<file path="config.mk">
export PLATFORM = sky130hd
export DESIGN_NAME = unpool_grad
export DESIGN_NICKNAME = d
export VERILOG_FILES = /design/src/rtl/unpool_grad.sv
export SDC_FILE = /design/constraint.sdc
export NUM_CORES = 1
export LEC_CHECK = 0
export CAP_MARGIN = 10
export CORE_UTILIZATION = 30
export CTS_CLUSTER_SIZE = 40
export DETAILED_ROUTE_END_ITERATION = 7
export HOLD_SLACK_MARGIN = 0.02
export PLACE_DENSITY_LB_ADDON = 0.3
export SLEW_MARGIN = 10
export SYNTH_ARGS = -nofsm -noshare
export SYNTH_HDL_FRONTEND = slang
export SYNTH_SLANG_ARGS = --single-unit
</file>
<file path="constraint.sdc">
create_clock -name clk -period 6.3 [get_ports clk]
set_clock_uncertainty 0.05 [all_clocks]
set_input_delay 1.26 -clock clk [delete_from_list [all_inputs] [get_ports clk]]
set_output_delay 1.26 -clock clk [all_outputs]
set_load 0.03 [all_outputs]
</file>
<file path="src/rtl/unpool_grad.sv">
// unpool_grad: backward-pass companion of the 2x2 max-pool stage.
// Holds one gradient plus its winner code for each pooled position, then
// streams the SIZE x SIZE pre-pool map in raster order. Each gradient lands
// on its winning location and every other location streams as zero.
module unpool_grad #(
  parameter int unsigned N = 3
) (
  input  logic        clk,
  input  logic        reset_n,
  input  logic        wr_en,
  input  logic [5:0]  wr_addr,
  input  logic [15:0] wr_grad,
  input  logic [2:0]  wr_his,
  input  logic        start,
  output logic        out_valid,
  input  logic        out_ready,
  output logic [15:0] out_data,
  output logic        out_last,
  output logic        busy,
  output logic        done
);

  localparam int unsigned Size    = N + N;
  localparam int unsigned Depth   = N * N;
  localparam int unsigned Total   = Size * Size;
  localparam int unsigned AddrW   = (Depth > 1) ? $clog2(Depth) : 1;
  localparam logic [7:0]  LastK   = 8'(Total - 1);
  localparam logic [3:0]  LastCol = 4'(Size - 1);

  typedef enum logic [1:0] {StIdle, StStream, StDone} state_e;

  state_e r_state, w_state_nxt;

  // Per-entry storage; grad/his are intentionally left out of reset.
  logic [15:0]      r_grad [Depth];
  logic [2:0]       r_his  [Depth];
  logic [Depth-1:0] r_wflag;

  // Raster position of the beat currently on out_data.
  logic [7:0] r_k, w_k_nxt;
  logic [3:0] r_row, r_col, w_row_nxt, w_col_nxt;

  logic        r_out_valid, w_out_valid_nxt;
  logic [15:0] r_out_data, w_out_data_nxt;
  logic        r_out_last, w_out_last_nxt;
  logic        r_busy, w_busy_nxt;
  logic        r_done, w_done_nxt;
  logic        w_clear_flags;

  logic             w_wr_land;
  logic [AddrW-1:0] w_wr_idx;
  logic             w_accept;

  // Lookup path: the location whose value gets registered on this edge.
  logic [3:0]       w_lk_row, w_lk_col;
  logic [6:0]       w_p_full;
  logic             w_p_ok;
  logic [AddrW-1:0] w_p_idx;
  logic [1:0]       w_q;
  logic             w_byp;
  logic [15:0]      w_ent_grad;
  logic [2:0]       w_ent_his;
  logic             w_ent_flag;
  logic [15:0]      w_lk_data;

  assign w_wr_land = wr_en && (r_state == StIdle) && ({1'b0, wr_addr} < 7'(Depth));
  assign w_wr_idx  = AddrW'(wr_addr);
  assign w_accept  = r_out_valid && out_ready;

  // Next raster position: (0,0) when launching from idle, else one step on.
  always_comb begin
    w_lk_row = 4'd0;
    w_lk_col = 4'd0;
    if (r_state == StStream) begin
      if (r_col == LastCol) begin
        w_lk_row = r_row + 4'd1;
      end else begin
        w_lk_row = r_row;
        w_lk_col = r_col + 4'd1;
      end
    end
  end

  assign w_p_full = 7'(w_lk_row >> 1) * 7'(N) + 7'(w_lk_col >> 1);
  assign w_p_ok   = (w_p_full < 7'(Depth));
  assign w_p_idx  = w_p_ok ? AddrW'(w_p_full) : '0;
  assign w_q      = {w_lk_row[0], w_lk_col[0]};

  // A write landing on the start edge must already be visible to beat 0.
  assign w_byp      = w_wr_land && (w_wr_idx == w_p_idx);
  assign w_ent_grad = w_byp ? wr_grad : r_grad[w_p_idx];
  assign w_ent_his  = w_byp ? wr_his : r_his[w_p_idx];
  assign w_ent_flag = w_byp | r_wflag[w_p_idx];

  // Codes 4..7 can never equal {1'b0, q}, so such windows stay all-zero.
  assign w_lk_data = (w_p_ok && w_ent_flag && (w_ent_his == {1'b0, w_q})) ? w_ent_grad : 16'd0;

  // FSM next state and registered-output next values.
  always_comb begin
    w_state_nxt     = r_state;
    w_k_nxt         = r_k;
    w_row_nxt       = r_row;
    w_col_nxt       = r_col;
    w_out_valid_nxt = r_out_valid;
    w_out_data_nxt  = r_out_data;
    w_out_last_nxt  = r_out_last;
    w_busy_nxt      = r_busy;
    w_done_nxt      = 1'b0;
    w_clear_flags   = 1'b0;
    unique case (r_state)
      StIdle: begin
        if (start) begin
          w_state_nxt     = StStream;
          w_k_nxt         = 8'd0;
          w_row_nxt       = 4'd0;
          w_col_nxt       = 4'd0;
          w_out_valid_nxt = 1'b1;
          w_out_data_nxt  = w_lk_data;
          w_out_last_nxt  = (LastK == 8'd0);
          w_busy_nxt      = 1'b1;
        end
      end
      StStream: begin
        if (w_accept) begin
          if (r_k == LastK) begin
            w_state_nxt     = StDone;
            w_out_valid_nxt = 1'b0;
            w_out_data_nxt  = 16'd0;
            w_out_last_nxt  = 1'b0;
            w_busy_nxt      = 1'b0;
            w_done_nxt      = 1'b1;
          end else begin
            w_k_nxt        = r_k + 8'd1;
            w_row_nxt      = w_lk_row;
            w_col_nxt      = w_lk_col;
            w_out_data_nxt = w_lk_data;
            w_out_last_nxt = ((r_k + 8'd1) == LastK);
          end
        end
      end
      StDone: begin
        w_state_nxt   = StIdle;
        w_clear_flags = 1'b1;
      end
      default: begin
        w_state_nxt = StIdle;
      end
    endcase
  end

  // State register.
  always_ff @(posedge clk or negedge reset_n) begin
    if (!reset_n) begin
      r_state <= StIdle;
    end else begin
      r_state <= w_state_nxt;
    end
  end

  // Raster counter and output flops.
  always_ff @(posedge clk or negedge reset_n) begin
    if (!reset_n) begin
      r_k         <= 8'd0;
      r_row       <= 4'd0;
      r_col       <= 4'd0;
      r_out_valid <= 1'b0;
      r_out_data  <= 16'd0;
      r_out_last  <= 1'b0;
      r_busy      <= 1'b0;
      r_done      <= 1'b0;
    end else begin
      r_k         <= w_k_nxt;
      r_row       <= w_row_nxt;
      r_col       <= w_col_nxt;
      r_out_valid <= w_out_valid_nxt;
      r_out_data  <= w_out_data_nxt;
      r_out_last  <= w_out_last_nxt;
      r_busy      <= w_busy_nxt;
      r_done      <= w_done_nxt;
    end
  end

  // Written flags: set by a landing write, wiped at frame end or reset.
  always_ff @(posedge clk or negedge reset_n) begin
    if (!reset_n) begin
      r_wflag <= '0;
    end else if (w_clear_flags) begin
      r_wflag <= '0;
    end else if (w_wr_land) begin
      r_wflag[w_wr_idx] <= 1'b1;
    end
  end

  // Gradient and winner-code storage.
  always_ff @(posedge clk) begin
    if (w_wr_land) begin
      r_grad[w_wr_idx] <= wr_grad;
      r_his[w_wr_idx]  <= wr_his;
    end
  end

  assign out_valid = r_out_valid;
  assign out_data  = r_out_data;
  assign out_last  = r_out_last;
  assign busy      = r_busy;
  assign done      = r_done;

endmodule

</file>
==> results of run 1 <==
-- cells in the mapped netlist (2+ instances only) --
library cell / count
inv_1: 12
o22ai_1: 17
edfxtp_1: 171
a32oi_1: 2
xnor2_1: 7
a221o_1: 5
dfrtp_1: 46
mux2i_1: 50
a221oi_1: 7
a21oi_1: 10
nor2b_1: 7
a22oi_1: 15
a21o_1: 8
nand3b_1: 2
o21a_1: 14
clkbuf_1: 16
nand2_1: 60
buf_1: 7
nand2b_1: 11
nor2_1: 37
buf_2: 10
or3_1: 3
or2_2: 2
a211oi_1: 4
o41ai_1: 17
nor3_1: 10
xor2_1: 4
and3_1: 2
or4_1: 3
ha_1: 11
a22o_1: 7
mux2_2: 9
a311o_1: 3
o32ai_2: 2
a2111oi_4: 2
nand4bb_1: 2
buf_4: 2
a31oi_1: 7
nand3_1: 15
nor4_1: 3
mux4_2: 9
o211ai_1: 2
o31ai_1: 4
o21ai_0: 25
-- cell type report --
type | instances | area, sq um | share of cell area, %
Tap cell | 396 | 495 | 4.38
Clock inverter | 9 | 101 | 0.895
Multi-Input combinational cell | 416 | 3120 | 27.6
Sequential cell | 217 | 6290 | 55.5
Timing Repair Buffer | 68 | 628 | 5.55
Clock buffer | 35 | 642 | 5.67
Inverter | 12 | 45.0 | 0.398
-- metal layers --
| metal | vias to the layer above | track usage [%] | routed length, um |
|---|---|---|---|
| li1 | 2780 | - | - |
| met3 | 32 | 2.18 | 1040 |
| met2 | 163 | 22.6 | 10500 |
| met5 | - | 0 | 0 |
| met1 | 3018 | 21.3 | 11400 |
| met4 | 0 | 3.18 | 453 |
-- power groups by stage --
stage | combinational (mW) | sequential, mW | clock [mW]
3_5_place_dp | 0.658 | 1.59 | 0
6_report | 0.657 | 1.57 | 1.32
2_1_floorplan | 0.463 | 1.60 | 0
3_3_place_gp | 0.659 | 1.59 | 0
5_1_grt | 0.713 | 1.57 | 1.42
4_1_cts | 0.660 | 1.57 | 1.36
-- cell families after synthesis --
logic type	Yosys count	share of synthesized area [%]
fa+ha+maj	12	1.65
flops	217	65.8
buf+inv	47	2.06
compound gates	162	13.0
mux	68	8.42
simple gates	163	8.08
xor+xnor	11	1.01
-- how the worst max path moves through the flow --
stage | startpoint | to | slack (ns) | depth (start not counted)
6_report | r_col[1] | out_data[2] | 0.82 | 19
3_5_place_dp | r_col[1] | out_data[2] | 0.86 | 20
5_1_grt | r_col[1] | out_data[14] | 0.37 | 20
2_1_floorplan | r_col[0] | out_data[10] | 1.74 | 18
3_3_place_gp | r_col[1] | out_data[8] | 1.05 | 19
4_1_cts | r_col[1] | out_data[2] | 0.80 | 19
-- registers in the layout, summed over array words and instances, names as in the netlist, 2 cells and up --
name      cells
r_k           8
r_his        27
out_data     16
r_row         4
r_col         4
r_state       2
r_grad      144
r_wflag       9
-- metrics by stage --
| stage | area, sq um | power [mW] |
|---|---|---|
| after floorplan | 9550 | 2.06 |
| after global placement | 10600 | 2.25 |
| after detailed placement | 10600 | 2.25 |
| after CTS | 11300 | 3.59 |
| after global routing | 11300 | 3.70 |
| final | 11300 | 3.55 |
-- worst max-delay path, cell delays in order, from the launching register on --
cell       delay, ns
dfrtp_1         0.40
inv_1           0.06
ha_1            0.12
nand2_1         0.05
nor2_1          0.22
nand2_1         0.13
xnor2_1         0.30
nand2_1         0.09
mux2i_1         0.15
ha_1            0.25
ha_1            0.21
inv_1           0.07
fa_1            0.44
buf_4           0.22
nor2b_1         0.17
a2111oi_4       0.59
o32ai_2         0.16
o2111a_1        0.44
o31ai_1         1.02
o41ai_1         0.17
==> impl.org, run 1 <==
** Place
- The count of buffers added on input and output ports is 49.
- Gp weighted congestion :: slightly below 0.8
- Post-detailed-placement half-perimeter wirelength :: around 15 mm
- Setup WS pre-CTS :: 0.864 ns
- Number of placed cells counting well taps :: approximately 1,100

** Worst setup path
- Arrival @ worst endpoint :: 5.82 ns
- Worst reg2reg path startpoint :: r_col[1]
- The worst setup path is of the reg -> reg kind.
- Critical path fanouts, max :: 16
- Critical R2R Capture :: out_data[2]
- STA puts the critical path data required time at 6.63 ns.
- STA classifies the critical path startpoint as a register.
- Flop-to-flop setup slack :: ~0.82 ns
- CP Capture Type :: register
- Counting cells, the worst reg-to-reg path comes to 19.

** CTS
- Max Buffers Root-to-Sink :: 3
- Clock tree synthesis inserted a total of 24 buffers.
- The later pin in the worst-skew pair is clocked with a latency of 0.54 ns.
- Root buf cell :: clkbuf_16
- The number of hold buffers added after CTS was 0.
- CTS built an H-tree with a depth of 1.
- Gates resized during post-CTS repair numbered 0.
- Number of buffers added for setup after CTS :: 0
- Clock-pin slew reported for the worst setup and hold paths after clock tree synthesis :: ~0.07 ns
- The clock net in this run drives a total of approximately 220 sinks.
- TritonCTS built the clock tree.

** Pwr
- Static Leak :: a little over 4 nW
- Per report_power, the clock group accounts for 37.3% of the total.
- Net switching power :: approximately 0.96 mW
- Sequential cells burn approximately 44% of the power.
- IR analysis of the VDD net gives a maximum drop of 0.211 mV.
- Power density relative to cell area :: between 300 and 400 mW/mm^2
- Internal power comes to between 2 and 3 mW.
- In this run switching power makes up 27.1% of total power.
- Combinational power share :: 18.5%

** STA
- Final number of max-transition violations :: 0
- Time the final worst path needs with I/O delays and setup :: 5.48 ns
- Hold violation count in the final report :: 0
- Total negative slack :: 0 ns
- Derived from the worst setup path, the maximum achievable clock frequency is about 180 MHz.
- Actual transition at the worst max-transition pin :: 1.09 ns
- Setup violations remaining at the end of the flow were counted as 0.
- Worst rel slew slack :: 26.4%
- In the post-route analysis, the smallest setup slack over all paths is 0.815 ns.
- In the finished design, the share of the clock period the worst path needs comes to around 87%.
- Setup repair after global routing left no endpoint under its margin.
- Hold is met by 0.431 ns.

** Global routing
- Global routing used approximately 15% of the available tracks across all layers.
- Number of antenna violations at the first check in global routing :: 0
- Wire length of the first global-routing pass :: between 30 and 40 mm
- The via count of the first global-routing pass is between 5,000 and 6,000.
- Pin count of the biggest net entering global routing :: 47
- Total overflow reported by the global router :: 0

** Layout
- Final core occ :: a little over a third
- Most frequent cells in the layout :: edfxtp_1 (171), nand2_1 (60), mux2i_1 (50), clkdlybuf4s50_1 (48), dfrtp_1 (46)
- Once layout is complete, the cells apart from fillers number 1,153.
- The area growth from synthesis to layout is 18.5%.
- The library cell used most frequently in the layout, excluding fill and tap cells, is edfxtp_1.
- Proportion of layout cells with a drive suffix above 1 :: a little under an eighth
- Antenna fix cells :: 0
- Total of fill cells in the finished design :: just under 3,000
- Net count of the finished layout :: approximately 780

** Synth
- Synthesis handed over a netlist of between 600 and 700 instances.
- Yosys mapped a number of flops with a built-in enable equal to between 150 and 200.
- Distinct cells, synth :: between 60 and 70
- The top cell type by area accounts for between 50 and 60% of the synthesized area.
- After synthesis, flip-flops and latches occupy 65.8% of the total area.
- For this run, the number of Yosys warnings is 0.
- The average instance in the mapped netlist occupies ~14 sq um.
- Synthesized area :: ~0.0096 sq mm
- The synthesized design contains 217 register bits.
- Among all flip-flop cells after synthesis, the most frequent one is edfxtp_1.
- Fraction of synthesis flops using an asynchronous set or reset pin :: a little over a fifth
- The largest total area in the synthesized netlist belongs to edfxtp_1.
- Mapped Nets :: 722
- Sorting the synthesized cells by area gives the leading types as edfxtp_1 (54%), dfrtp_1 (12%), mux2i_1 (5.2%).

** Die
- Die Ht :: about 180 um
- In this run the horizontal extent of the chip is ~180 um.
- The die covers ~0.033 sq mm.
- The floorplan has 64 rows.
- The floorplan step defined a core boundary enclosing 0.0310 sq mm.
- 50 I/O pins were placed.
- Initial core utilization :: between 30% and 40%

** Detailed routing
- DRC violations left :: 0
- Total via count after detailed routing :: approximately 6,000
- The detail route stage leaves a number of antenna-violating nets equal to 0.
- After the first detailed-routing iteration, the DRC count stood at between 400 and 500.
- For this block, the routed nets add up to between 20 and 25 mm of wire.
- Routed wire per std cell :: roughly 20 um
- For this run, the detailed router's first-pass iteration total came to 5.
- Using the TritonRoute via totals, the vias-per-cell ratio works out to 5.20.

** Min path
- Hold Crit Endpoint :: out_last
- Counting instances, the worst hold path has a depth of 2.
- The tightest min-delay check is of the reg -> reg type.
- Start point of the worst min-delay path :: out_last

** Job
- Reported max-cap violation count :: 0

** Outcome
- The flow ran to the end, and the final reports show no timing, DRC or antenna violations.
Note: power is estimated with default switching activity, not from simulation.
==> run 2: changes to the inputs <==
clock period = 7 ns   (was 6.3 ns; I/O delays follow)
==> impl.org, run 2 (synthesis results as in run 1) <==
** Layout
- Most common cell after layout, fill and taps aside :: edfxtp_1
- The number of antenna diodes in the final layout is 0.
- Counting the fill cells in the layout gives 2,934.
- r_grad holds more flip-flops than any other register.
- Proportion of layout cells with a drive suffix above 1 :: 10.9%
- From synthesis to final layout, the design area changed by 17.9%.
- Summing all multi-input logic gate instances after layout gives 0.00313 sq mm.
- Once layout is complete, the utilization of the core stands at a little over a third.
- Net count of the finished layout :: ~780
- Across the whole layout, storage elements account for 0.00629 sq mm.
- In the layout the commonest cells are edfxtp_1 (171), nand2_1 (60), mux2i_1 (50), clkdlybuf4s50_1 (48), dfrtp_1 (46).
- After routing the design area is roughly 0.011 sq mm.
- The register with the most flip-flops in the layout has 144 of them.

** Pwr
- The analysis attributes to net switching a power of roughly 0.84 mW.
- Internal power comes to about 2.3 mW.
- Peak ir drop on the vdd network :: 0.170 mV
- Of the total power, combinational logic draws 18.5%.
- Fraction of power spent switching nets :: about a quarter
- Sequential share of power :: 44.6%
- For this design the ratio of total power to cell area is between 200 and 300 mW/mm^2.
- Per report_power, the clock group accounts for a little under two fifths of the total.
- For this design the static power due to leakage is 4.00 nW.

** Global routing
- Summed over all layers, the global routing overflow is 0.
- In the global route stage, met3 resource usage came out at under 10%.
- Fraction of met1 tracks used by global routing :: slightly above 20%
- The via count of the first global-routing pass is between 5,000 and 6,000.
- Wire length of the first global-routing pass :: about 36 mm
- Top Usage Layer GRT :: met2
- Number of antenna violations at the first check in global routing :: 0
- For this run, global-route usage on met2 was measured as between 20% and 30%.
- Tot GR Track Use :: between 10 and 15%
- Pin count of the biggest net entering global routing :: between 40 and 50

** Place
- At the placement stage, the worst setup path has a slack of ~1.3 ns.
- Port buffer count :: 49
- Gp weighted congestion :: 0.797
- Post-Place Cell Area :: about 0.011 sq mm
- The wire-length estimate of the detail-placed layout is approximately 15 mm.

** Worst setup path
- Critical path's largest stage delay :: around 0.96 ns
- The worst register-to-register path begins at r_col[1].
- Across all register-to-register paths, the minimum setup slack is 1.27 ns.
- Arrival @ worst endpoint :: a little over 6 ns
- Data required time at the worst endpoint :: 7.33 ns
- The worst setup path is of the reg -> reg kind.
- Critical Path Source Type :: register
- The worst setup path is captured at a register.
- In this run the worst path has a maximum fanout of 25.
- The most numerous cell type found on the critical path is ha_1.
- The number of buffers and inverters on the critical path is 2.
- Grouping stages by cell kind, the critical path spends the most delay in compound AO/OA/AOI/OAI gates.
- Critical path launch point :: r_col[1]
- Library cell contributing the largest single delay on the critical path :: o2111a_1
- Cells traversed along the worst timing path :: inv_1 > ha_1 > nand2_1 > nor2_1 > nand2_1 > xnor2_1 > mux2i_1 > ha_1 > ha_1 > inv_1 > fa_1 > or3b_1 > o22a_1 > o32ai_2 > o2111a_1 > a21oi_1 > a32o_1 > o41ai_1

** STA
- The number of hold violations in the final report is 0.
- The worst pin sits at a relative slew slack of 21.7%.
- Actual transition at the worst max-transition pin :: 1.16 ns
- Setup total negative slack on the finished layout was measured at 0 ns.
- Maximum achievable frequency :: 175 MHz
- Final number of max-transition violations :: 0
- Setup repair after global routing left no endpoint under its margin.
- Share of the clock period used by the worst path :: 81.8%
- Total setup violations reported at the end of the flow :: 0
- Setup slack on the critical path of the routed design comes to about 1.3 ns.
- The routed design could run at a clock period as short as ~5.7 ns.

** Die
- Top-level I/O count :: 50
- Initial core utilization :: 30.8%
- Die X-Extent :: about 180 um
- The core region is between 0.03 and 0.04 sq mm.
- Die Ht :: about 180 um
- The floorplan has 64 rows.
- Area of the die :: around 0.033 sq mm

** CTS
- CTS H-tree depth :: 1
- TritonCTS built the clock tree.
- The clock drives between 200 and 250 sinks.
- Quantity of hold-fixing buffers added after cts :: 0
- Number of CTS-inserted buffers :: 23
- Number of buffers added for setup after CTS :: 0
- In this run the clock root is driven by a clkbuf_16.
- Count of cells resized by post-cts repair :: 0
- Clock-pin slew was measured on the worst setup and hold paths at roughly 0.06 ns.
- The later pin in the worst-skew pair is clocked with a latency of between 0.5 and 0.6 ns.
- No sink is reached through more buffers than the 3 on the longest clock path.

** Detailed routing
- DRC violations left :: 0
- Detail-routed via count per cell :: 5.17
- Pre-antenna DRT Iters :: 4
- In this run, the number of DRC markers left after iteration 0 of detailed routing was just under 600.
- Routed wire per std cell :: ~21 um
- Total via count after detailed routing :: 5,930
- For this block, the routed nets add up to 23.7 mm of wire.
- Post-route ant nets :: 0

** Min path
- Min-delay worst type :: reg -> reg
- Start point of the worst min-delay path :: out_last

** Job
- Across the run, the number of max-cap violations was 0.

** Outcome
- Status :: finished clean
## run 2: cell count changes in the layout (fill, tap and decap cells not counted), sizes merged
| cell | previous run | this run |
|---|---|---|
| clkinvlp | 1 | 0 |
| inv | 12 | 13 |
| clkinv | 7 | 4 |
| buf | 20 | 16 |
## run 2: power by group through the flow
stage | combinational [mW] | sequential [mW] | clock (mW)
6_report | 0.585 | 1.41 | 1.17
2_1_floorplan | 0.417 | 1.44 | 0
3_5_place_dp | 0.588 | 1.44 | 0
3_3_place_gp | 0.588 | 1.44 | 0
4_1_cts | 0.591 | 1.41 | 1.19
5_1_grt | 0.635 | 1.41 | 1.23
## run 2: final timing paths
path	end	depth (start not counted)
max in group asynchronous	out_data[0]	1
max reg2reg	out_data[0]	18
min in group asynchronous	r_row[3]	1
min	out_last	2
min reg2reg	out_last	2
max	out_data[0]	18
## run 2: cell type report
class	instances	share of cell area (%)
inverter	12	0.400
clock inverter	6	0.478
sequential	217	55.8
clock buffer	35	5.78
multi-input combinational	416	27.8
timing repair buffer	64	5.31
tap	396	4.40
## run 2: routing by layer
metal | up-vias | wire, um
li1 | 2774 | -
met2 | 141 | 10700
met4 | 0 | 660
met3 | 37 | 896
met1 | 2978 | 11400
met5 | - | 0
## run 2: worst min-delay path: stages, from the launching register on
cell,delay [ns]
dfrtp_1,0.34
nand2_1,0.05
nand2_1,0.05
## run 2: stage by stage
step	hold WS (ns)	cells	power (mW)
5_1_grt	0.444	1146	3.28
3_5_place_dp	0.410	1105	2.02
3_3_place_gp	0.410	1105	2.02
4_1_cts	0.424	1146	3.19
2_1_floorplan	0.409	680	1.85
6_report	0.416	1146	3.16
